`src/rtl/led_ctrl_pkg.sv`:
```
// Shared types and constants for the LED blink controller.
//   mode_e     : command mode encoding (off / solid / blink / burst)
//   state_e    : controller FSM states
//   PERIOD_W   : width of the half-period / phase counter
//   COUNT_W    : width of the burst pulse counter
//   eff_period : maps a requested period of 0 onto 1
package led_ctrl_pkg;

  localparam int unsigned PERIOD_W = 8;
  localparam int unsigned COUNT_W  = 4;

  typedef enum logic [1:0] {
    ModeOff   = 2'd0,
    ModeOn    = 2'd1,
    ModeBlink = 2'd2,
    ModeBurst = 2'd3
  } mode_e;

  typedef enum logic [2:0] {
    StIdle     = 3'd0,
    StSolid    = 3'd1,
    StBlinkOn  = 3'd2,
    StBlinkOff = 3'd3,
    StBurstOn  = 3'd4,
    StBurstOff = 3'd5
  } state_e;

  function automatic logic [PERIOD_W-1:0] eff_period(input logic [PERIOD_W-1:0] p);
    return (p == '0) ? PERIOD_W'(1) : p;
  endfunction

endpackage

```
`src/rtl/tick_gen.sv`:
```
// Timebase prescaler: emits a one-cycle tick every TICK_DIV clk cycles.
//   clk   : system clock
//   rst_n : asynchronous active-low reset
//   clr   : synchronous clear, restarts the prescaler from zero
//   tick  : one-cycle pulse on the last cycle of each TICK_DIV window
module tick_gen #(
  parameter int unsigned TICK_DIV = 100000
) (
  input  logic clk,
  input  logic rst_n,
  input  logic clr,
  output logic tick
);

  localparam int unsigned CntW = (TICK_DIV > 1) ? $clog2(TICK_DIV) : 1;
  localparam logic [CntW-1:0] CntMax = CntW'(TICK_DIV - 1);

  logic [CntW-1:0] cnt_q, cnt_d;

  assign tick = (cnt_q == CntMax);

  always_comb begin
    cnt_d = cnt_q + CntW'(1);
    if (clr) begin
      cnt_d = '0;
    end else if (tick) begin
      cnt_d = '0;
    end
  end

  always_ff @(posedge clk or negedge rst_n) begin
    if (!rst_n) begin
      cnt_q <= '0;
    end else begin
      cnt_q <= cnt_d;
    end
  end

endmodule

```
`src/rtl/led_blink_ctrl.sv`:
```
// LED controller: off, solid, continuous blink, or a finite burst of blinks.
//   clk, rst_n  : clock and asynchronous active-low reset
//   cmd_valid   : command present; accepted when cmd_ready is also high
//   cmd_ready   : low only while a burst runs (bursts are never preempted)
//   cmd_mode    : 0 off, 1 on, 2 blink, 3 burst
//   cmd_period  : half-period in timebase ticks (0 treated as 1)
//   cmd_count   : number of on-pulses for a burst
//   busy        : high while a burst is in progress
//   done        : one-cycle pulse when a burst completes
//   led         : registered LED drive, 1 = lit
module led_blink_ctrl
  import led_ctrl_pkg::*;
#(
  parameter int unsigned TICK_DIV = 100000
) (
  input  logic                clk,
  input  logic                rst_n,
  input  logic                cmd_valid,
  output logic                cmd_ready,
  input  logic [1:0]          cmd_mode,
  input  logic [PERIOD_W-1:0] cmd_period,
  input  logic [COUNT_W-1:0]  cmd_count,
  output logic                busy,
  output logic                done,
  output logic                led
);

  state_e              state_q, state_d;
  logic [PERIOD_W-1:0] period_q, period_d;
  logic [PERIOD_W-1:0] phase_q, phase_d;
  logic [COUNT_W-1:0]  rem_q, rem_d;
  logic                led_q, led_d;
  logic                done_q, done_d;

  logic accept;
  logic tick;
  logic timed;
  logic phase_end;

  tick_gen #(
    .TICK_DIV (TICK_DIV)
  ) u_tick_gen (
    .clk   (clk),
    .rst_n (rst_n),
    .clr   (accept),
    .tick  (tick)
  );

  assign busy      = (state_q == StBurstOn) || (state_q == StBurstOff);
  assign cmd_ready = !busy;
  assign accept    = cmd_valid && cmd_ready;
  assign done      = done_q;
  assign led       = led_q;

  // Only the blinking states consume ticks; period_q >= 1 whenever they are active.
  assign timed     = (state_q == StBlinkOn) || (state_q == StBlinkOff) || busy;
  assign phase_end = tick && (phase_q == (period_q - PERIOD_W'(1)));

  always_comb begin
    state_d  = state_q;
    period_d = period_q;
    phase_d  = phase_q;
    rem_d    = rem_q;
    done_d   = 1'b0;

    if (accept) begin
      // A new command wins over any phase expiry in the same cycle.
      period_d = eff_period(cmd_period);
      phase_d  = '0;
      rem_d    = '0;
      case (mode_e'(cmd_mode))
        ModeOff:   state_d = StIdle;
        ModeOn:    state_d = StSolid;
        ModeBlink: state_d = StBlinkOn;
        ModeBurst: begin
          if (cmd_count == '0) begin
            state_d = StIdle;
            done_d  = 1'b1;
          end else begin
            state_d = StBurstOn;
            rem_d   = cmd_count;
          end
        end
        default:   state_d = StIdle;
      endcase
    end else if (timed && tick) begin
      if (phase_end) begin
        phase_d = '0;
        case (state_q)
          StBlinkOn:  state_d = StBlinkOff;
          StBlinkOff: state_d = StBlinkOn;
          StBurstOn:  state_d = StBurstOff;
          StBurstOff: begin
            if (rem_q <= COUNT_W'(1)) begin
              rem_d   = '0;
              state_d = StIdle;
              done_d  = 1'b1;
            end else begin
              rem_d   = rem_q - COUNT_W'(1);
              state_d = StBurstOn;
            end
          end
          default:    state_d = state_q;
        endcase
      end else begin
        phase_d = phase_q + PERIOD_W'(1);
      end
    end

    led_d = (state_d == StSolid) || (state_d == StBlinkOn) || (state_d == StBurstOn);
  end

  always_ff @(posedge clk or negedge rst_n) begin
    if (!rst_n) begin
      state_q  <= StIdle;
      period_q <= '0;
      phase_q  <= '0;
      rem_q    <= '0;
      led_q    <= 1'b0;
      done_q   <= 1'b0;
    end else begin
      state_q  <= state_d;
      period_q <= period_d;
      phase_q  <= phase_d;
      rem_q    <= rem_d;
      led_q    <= led_d;
      done_q   <= done_d;
    end
  end

endmodule

```
`config.mk`:
```
export PLATFORM = sky130hd
export DESIGN_NAME = led_blink_ctrl
export DESIGN_NICKNAME = d
export VERILOG_FILES = /design/src/rtl/led_ctrl_pkg.sv /design/src/rtl/tick_gen.sv /design/src/rtl/led_blink_ctrl.sv
export SDC_FILE = /design/constraint.sdc
export NUM_CORES = 1
export LEC_CHECK = 0
export CAP_MARGIN = 25
export CORE_ASPECT_RATIO = 1.75
export CORE_MARGIN = 2
export CORE_UTILIZATION = 41
export DETAILED_ROUTE_END_ITERATION = 10
export PLACE_DENSITY = 0.65
export SLEW_MARGIN = 15
export SYNTH_ARGS = -nofsm -noshare
export SYNTH_HDL_FRONTEND = slang
export SYNTH_SLANG_ARGS = --single-unit
```
`constraint.sdc`:
```
create_clock -name clk -period 3.95 [get_ports clk]
set_input_delay 1.185 -clock clk [delete_from_list [all_inputs] [get_ports clk]]
set_output_delay 1.185 -clock clk [all_outputs]
set_load 0.05 [all_outputs]
```
Word level (Yosys, flattened, before mapping)
Cells that the tools add are included.
{"block": "word_totals", "regBits": 42, "output_inout_bits": 4, "elab_cells": 67, "inputBits": 17}
{"block": "op_classes", "n_reduce_logical": 16, "magnitude_cmp": 1, "add_sub_neg": 4, "n_mux": 27, "eq_ne": 12}
{"op": "$mux 17", "n": 2}
{"op": "$mux 8", "n": 4}
{"op": "$mux 4", "n": 7}
{"op": "$pmux 3 s4", "n": 2}
{"op": "$add 17x1->17 const B", "n": 1}
{"op": "$eq 17x17->1 const B", "n": 1}
{"op": "$mux 3", "n": 5}
{"op": "$eq 3x2->1 const B", "n": 3}
{"op": "$eq 3x3->1 const B", "n": 3}
{"op": "$add 8x1->8 const B", "n": 1}
{"op": "$eq 8x8->1", "n": 1}
{"op": "$logic_not 8->1", "n": 1}
{"op": "$sub 8x1->8 const B", "n": 1}
{"op": "$mux 1", "n": 7}
{"op": "$reduce_bool 2->1", "n": 3}
{"op": "$logic_or 1x1->1", "n": 5}
{"op": "$eq 2x2->1 const B", "n": 2}
{"op": "$le 4x1->1 const B", "n": 1}
{"op": "$logic_not 4->1", "n": 1}
{"op": "$sub 4x1->4 const B", "n": 1}
{"op": "$eq 3x1->1 const B", "n": 1}
{"op": "$logic_and 1x1->1", "n": 3}
{"op": "$reduce_and 3->1", "n": 1}
{"op": "$eq 2x1->1 const B", "n": 1}
{"op": "2 further kinds", "n": 2}

Depth between registers and ports, before layout
Gate-level depths: netlist of run 1.
{"block": "logic_depth", "ltp_word": 9, "depth_mapped": 10, "ltp_nobuf": 9}

Hierarchy
From an unflattened synthesis of run 1, not the netlist that was laid out.
{"block": "hier_totals", "cells_unflattened": 267, "hier_area_um2": 2447.3}
{"mod": "led_blink_ctrl", "seq_area_each_um2": 625.6, "n_inst": 1, "area_each_um2": 1570.3, "cells_per_inst": 181}
{"mod": "tick_gen", "seq_area_each_um2": 425.4, "n_inst": 1, "area_each_um2": 877.1, "cells_per_inst": 86}

Worst setup path after synthesis of run 1
Ideal clock, no wire load.
{"block": "synth_path", "path_type": "register -> register", "from": "register state_q[1]", "to": "register led_q, in the netlist led", "required_ns": 3.826, "n_path_buf": 2, "stages_incl_launch_ff": 11, "period_less_slack_ns": 3.185, "setup_time_ns": 0.124, "t_arrival_ns": 3.062, "path_slack_ns": 0.765, "cell_sequence": "dfrtp_1 -> nor2b_1 -> inv_1 -> and2_2 -> buf_6 -> and3_1 -> clkbuf_1 -> a22oi_1 -> a21oi_1 -> xnor2_1 -> a211o_1"}
{"block": "synth_between", "elab_cells_between_ends": 19, "classes_between": "eq/ne (7); mux (4); reduce/logical (8)"}
{"item": "start: declaration", "line": "led_blink_ctrl.sv:28", "source": "state_e state_q, state_d;"}
{"item": "start signal: assignment", "line": "led_blink_ctrl.sv:115", "source": "state_q <= StIdle;"}
{"item": "start signal: assignment", "line": "led_blink_ctrl.sv:122", "source": "state_q <= state_d;"}
{"item": "$eq 3x3->1", "line": "led_blink_ctrl.sv:49", "source": "assign busy = (state_q == StBurstOn) || (state_q == StBurstOff);"}
{"item": "$logic_or 1x1->1 (*)", "line": "led_blink_ctrl.sv:49"}
{"item": "net busy", "line": "led_blink_ctrl.sv:23", "source": "output logic busy,"}
{"item": "$logic_not 1->1 (*)", "line": "led_blink_ctrl.sv:50", "source": "assign cmd_ready = !busy;"}
{"item": "net cmd_ready", "line": "led_blink_ctrl.sv:19", "source": "output logic cmd_ready,"}
{"item": "$logic_and 1x1->1 (*)", "line": "led_blink_ctrl.sv:51", "source": "assign accept = cmd_valid && cmd_ready;"}
{"item": "$mux 3 (*)", "line": "led_blink_ctrl.sv:66", "source": "if (accept) begin"}
{"item": "net state_d[2]", "line": "led_blink_ctrl.sv:28"}
{"item": "$eq 3x1->1 / $eq 3x2->1 (equally long branches)", "line": "led_blink_ctrl.sv:110", "source": "led_d = (state_d == StSolid) || (state_d == StBlinkOn) || (state_d == StBurstOn);"}
{"item": "$logic_or 1x1->1", "line": "led_blink_ctrl.sv:110"}
{"item": "$logic_or 1x1->1 (*)", "line": "led_blink_ctrl.sv:110"}
{"item": "net led_d", "line": "led_blink_ctrl.sv:32", "source": "logic led_q, led_d;"}
{"item": "end signal: assignment", "line": "led_blink_ctrl.sv:126", "source": "led_q <= led_d;"}
{"item": "end: declaration", "line": "led_blink_ctrl.sv:32"}
The timed path passes the listed nets; every way through them passes the cells marked *.
A chain may end at the register's enable or synchronous reset.

Worst setup path after layout of run 1
{"block": "layout_path", "from": "register state_q[1]", "to": "output port busy"}
{"block": "layout_between", "elab_chain_cells": 2, "elab_cells_between_ends": 3, "classes_between": "eq/ne (2); reduce/logical (1)"}
{"item": "$eq 3x3->1", "line": "led_blink_ctrl.sv:49"}
{"item": "$logic_or 1x1->1 (*)", "line": "led_blink_ctrl.sv:49"}
{"item": "end: declaration", "line": "led_blink_ctrl.sv:23"}
Mark *: on every way between the ends. The rest lies on a longest branch, timed or not.

==> metrics.txt, run 1 <==
VDD IR max 220 uV; die width 63.7 um; post-synthesis register bit count 42; Synth cell types 52; CTS tree yes; Crit Path Max Fanout 5; setup TNS 0 ns; Mean Syn Cell Area 9.29 um2; final hold vios 0; largest net degree at the start of global routing 43; CTS resizes 0; WL final 5540 um; met2 usage 32.5%; Setup crit end kind output pin; Min Hold Slack 0.491 ns; worst path required time 2.76 ns; status finished clean; Top Usage Layer GRT met2; die area 0.00690 mm2; vias in the first global route 2121; most frequent cells in the layout nand2_1, dfrtp_1, nor2_1, o21ai_0, clkdlybuf4s50_1; Core ar. 0.00613 mm2; FP Rows 38; min Tclk post-route 2.99 ns; leakage power 1.16 nW; Synthesized Nets 297; Ant. Diodes 0; DR iter-0 viols 79; CTS Root Cell clkbuf_8; Tcrit/Tclk final 75.6%; Async SR Flop Fraction 100%; global routing met1 resource utilization 18.5%; CTS Buffer Depth 2; via count 2101; Power Density 387 mW/mm2; highest clock rate 0.335 GHz; unrepaired setup endpoints after global routing false; Pins Over Slew Limit 0; critical path class reg2out; Nets 318; Via-to-Cell Ratio 5.57; Hold Buf Count CTS 0; Worst-path clk slew 0.08 ns; WL/cell 14.7 um; top_reg_cell synth dfrtp_1; EDFF count, synth 0; Mapped Cells 275; clock sink count 42; Max Cap Viol 0; # setup viols final 0; reg-to-reg slack, setup 1.03 ns; TritonCTS Buffers 5; port buffer count 20; total power 0.00113 W; Post-Syn Area 0.00255 mm2; Post-DP HPWL 4060 um; M3 GR Usage 3.02%; Worst setup SP type register; Starting Density 41.7%; sequential-to-total area share from yosys stat 41.1%; drt pass-1 iters 4; clk_skew 0.0143 ns; clock latency on the worst-skew pair 0.31 ns; DR DRC count 0; Layout Area Growth over Synthesis 14.2%; hold crit path type reg2reg; Rel. slew slack 64.3%; gr ovfl total 0; yosys warns 0; GP Congestion 0.832; gr usage total 17.7%; dpl cell area 0.00280 mm2; # IOs 21; antenna-violating nets left 0; Die Y 108 um; worst slew pin tran 0.535 ns; global-route wire length before repair 9580 um; CP Data Arrival Time 1.80 ns; share of cells above drive strength 1 10.1%; initial antenna violation count 0; number of setup buffers added after CTS 0; Final Cell Area 0.00292 mm2; Max H-tree Level 2
[critical path, stage by stage, from the launching register on]
cell	delay [ns]
dfrtp_1	0.44
nor2b_1	0.22
clkdlybuf4s50_1	0.85
[per-stage QoR]
step | util, % | worst slack (ns) | instances
3_3_place_gp | 45.6 | 0.957 | 368
5_1_grt | 47.6 | 0.791 | 377
4_1_cts | 47.1 | 0.941 | 376
3_5_place_dp | 45.6 | 0.892 | 368
6_report | 47.6 | 0.965 | 377
2_1_floorplan | - | 0.765 | 275
[cell type report]
cell class,instances,area [um2]
inverter,10,37.5
clock inverter,1,5.00
timing repair buffer,22,230
tap,80,100
multi-input combinational,215,1410
clock buffer,7,86.3
fill,579,3220
sequential,42,1050
[worst paths after layout]
kind,to,start,cells after the start
max reg2reg,rem_q[2],period_q[0],9
max in group asynchronous,state_q[1],rst_n,2
max,busy,state_q[1],2
min in group asynchronous,period_q[7],rst_n,1
min reg2reg,u_tick_gen.cnt_q[0],u_tick_gen.cnt_q[0],1
min,u_tick_gen.cnt_q[0],u_tick_gen.cnt_q[0],1
[flip-flops by register name, indices dropped and copies added, names as in the netlist]
register	count
state_q	3
led	1
phase_q	8
done	1
rem_q	4
period_q	8
u_tick_gen.cnt_q	17
[logic make-up after synthesis]
logic type      count (synthesis)  synth area share, %
buf+inv                        18                 3.77
fa+ha+maj                       5                 2.45
xor+xnor                       23                 7.88
compound gates                 56                 16.5
mux                             1                0.441
simple gates                  130                 27.9
flops                          42                 41.1
[metal layers]
| layer | up-vias | share of wire (%) |
|---|---|---|
| li1 | 1017 | - |
| met1 | 1033 | 39 |
| met2 | 34 | 55 |
| met3 | 17 | 2.6 |
| met4 | 0 | 4.1 |
| met5 | - | 0 |
[synth_stat cells (2+ instances only)]
library cell   n  area (um2)
a2111oi_4      2        55.1
a211oi_2       2        25.0
a21oi_1       11        55.1
a22o_1         2        17.5
a31oi_1        2        12.5
and2_2         2        15.0
and3_1         3        18.8
and4_1         2        17.5
buf_6          2        22.5
clkbuf_1       4        15.0
dfrtp_1       42        1050
ha_1           5        62.6
inv_1         10        37.5
nand2_1       42         158
nand2b_1       2        12.5
nand3_1       10        50.1
nand3b_1       4        30.0
nand4_1        4        25.0
nor2_1        25        93.8
nor2b_1        5        31.3
nor3_1         6        30.0
nor4_4         2        42.5
nor4b_2        2        30.0
o21ai_0       23         115
o22ai_1        2        12.5
o31ai_1        2        15.0
or2_2          2        12.5
or3_1          8        50.1
or4_1          3        22.5
xnor2_1       12         105
xor2_1        11        96.3
[where the power goes]
part	switching, W	internal, W
combinational	0.000171	0.000132
clock	0.000155	0.000141
sequential	0.0000554	0.000474
total	0.000381	0.000748
Note: power is estimated with default switching activity, not from simulation.
==> run 2: changes to the inputs <==
--- a/config.mk
+++ b/config.mk
@@ -10,7 +10,7 @@
 export CORE_MARGIN = 2
 export CORE_UTILIZATION = 41
 export DETAILED_ROUTE_END_ITERATION = 10
-export PLACE_DENSITY = 0.65
+export PLACE_DENSITY = 0.67
 export SLEW_MARGIN = 15
 export SYNTH_ARGS = -nofsm -noshare
 export SYNTH_HDL_FRONTEND = slang
==> constraint.sdc (replaced) <==
create_clock -name clk -period 2.5 [get_ports clk]
set_input_delay 0.75 -clock clk [delete_from_list [all_inputs] [get_ports clk]]
set_output_delay 0.75 -clock clk [all_outputs]
set_load 0.05 [all_outputs]
==> run 2 against run 1 <==
  * Routed wire length rose by 12%
  * Sequential cell count did not move
  * Final area increased by 14%
  * Clock skew decreased by 0.0071 ns
  * Global-route usage up 1.5 points
  * Combinational power up 110%
  * Sequential power is 54% higher
  * Non-clock buffer count increased by 41
  * Clock-buffer cell count is the same
  * Setup slack worse by 0.92 ns
  * Largest cell class unchanged
==> metrics.txt, run 2 (same netlist as run 1, synthesis figures left out) <==
most common cell after layout, fill and taps aside buf_4; die area 0.00690 mm2; max reg flops 17; Nets 359; clock sink count 42; Starting Density 41.7%; CP max-delay cell a2111o_1; Max H-tree Level 2; highest clock rate 0.407 GHz; total power 0.00193 W; clock latency on the worst-skew pair 0.31 ns; DR iter-0 viols 137; TritonCTS Buffers 5; Tcrit/Tclk final 98.3%; worst path required time 2.69 ns; CP Data Arrival Time 2.65 ns; Via-to-Cell Ratio 5.40; CTS Root Cell clkbuf_8; vias in the first global route 2238; # setup viols final 0; worst slew pin tran 0.535 ns; CP Cell Sequence inv_2, ha_4, o21bai_4, a2111oi_4, a311oi_4, a2111o_1, o31ai_2, a31oi_1, a211o_1; die width 63.7 um; critical path class reg2reg; global-route wire length before repair 10300 um; status finished clean; gr ovfl total 0; CTS tree yes; WL/cell 14.9 um; VDD IR max 373 uV; # IOs 21; WL final 6220 um; Worst R2R Start period_q[1]; dpl cell area 0.00311 mm2; Post-DP HPWL 4600 um; gr usage total 19.2%; max incr delay on CP 0.48 ns; min Tclk post-route 2.46 ns; CP startpoint period_q[1]; Max Cap Viol 0; Ant. Diodes 0; Core ar. 0.00613 mm2; Min Hold Slack 0.414 ns; Power Density 581 mW/mm2; via count 2257; hold crit path type in2async; FP Rows 38; Biggest register u_tick_gen.cnt_q; Hold Buf Count CTS 0; most frequent cells in the layout buf_4, nand2_1, dfrtp_1, nor2_1, o21ai_0; Worst setup SP type register; Pins Over Slew Limit 0; largest net degree at the start of global routing 24; port buffer count 20; top flop regs u_tick_gen.cnt_q: 17 flops, period_q: 8 flops, phase_q: 8 flops; GP Congestion 0.850; antenna-violating nets left 0; drt pass-1 iters 4; share of cells above drive strength 1 26.0%; clk_skew 0.00727 ns; Rel. slew slack 64.3%; Layout Area Growth over Synthesis 30.1%; initial antenna violation count 0; DR DRC count 0; unrepaired setup endpoints after global routing true; Crit Path Max Fanout 6; Final Cell Area 0.00332 mm2; leakage power 1.37 nW; Setup crit end kind register; Reg2Reg Depth 9; CTS Buffer Depth 2; Worst-path clk slew 0.08 ns; Finished Core Util 54.2%; Die Y 108 um; final hold vios 0
-- run 2: cell types whose count changed in the layout (fill, tap and decap cells not counted), sizes merged --
cell           previous run  this run
clkinvlp                  0         1
buf                       3        45
inv                      10         9
clkdlybuf4s50            19        17
dlygate4sd2               0         1
-- run 2: area by class of cell --
cell class / count / area, um2
Sequential cell: 42 / 1050
Tap cell: 80 / 100
Fill cell: 533 / 2810
Inverter: 10 / 41.3
Multi-Input combinational cell: 215 / 1530
Clock buffer: 7 / 86.3
Timing Repair Buffer: 63 / 514
Clock inverter: 1 / 5.00
-- run 2: per-stage QoR --
stage	cells	TNS, ns	worst slack [ns]
finish	418	0	0.0430
global route	418	-0.197	-0.0624
CTS	415	-0.00453	-0.00453
detailed placement	406	-0.0252	-0.0252
global placement	406	0	0.0176
floorplan	275	0	0.00461
-- run 2: timing repair --
item,in CTS,in global routing
endpoints found under the setup margin,3,11
pin swaps,2,11
gates resized for setup,2,20
setup buffers,1,3
-- run 2: worst paths after layout --
| check | to | slack, ns |
|---|---|---|
| min in group clk | u_tick_gen.cnt_q[0] | 0.54 |
| max in group asynchronous | done | 1.53 |
| worst min register to register | u_tick_gen.cnt_q[0] | 0.54 |
| worst max register to register | led | 0.04 |
| worst max-delay path | led | 0.04 |
| worst min-delay path | rem_q[0] | 0.41 |
-- run 2: critical path, delay by kind of cell (launching register included) --
family / cells / cell delay, ns
AO/OA/AOI/OAI: 7 / 1.74
adder cells (fa/ha/maj): 1 / 0.17
buffers and inverters: 1 / 0.05
flip-flops: 1 / 0.36
-- run 2: where the power goes --
group / internal [W] / switching [W]
registers: 0.000749 / 0.0000672
clock network: 0.000223 / 0.000248
logic: 0.000303 / 0.000340
-- run 2: layer usage --
layer / routed length [um] / vias up / global-route usage (%)
li1: - / 1103 / -
met3: 132 / 9 / 2.91
met5: 0 / - / 0
met4: 168 / 0 / 9.32
met2: 3570 / 24 / 36.5
met1: 2350 / 1121 / 20.2
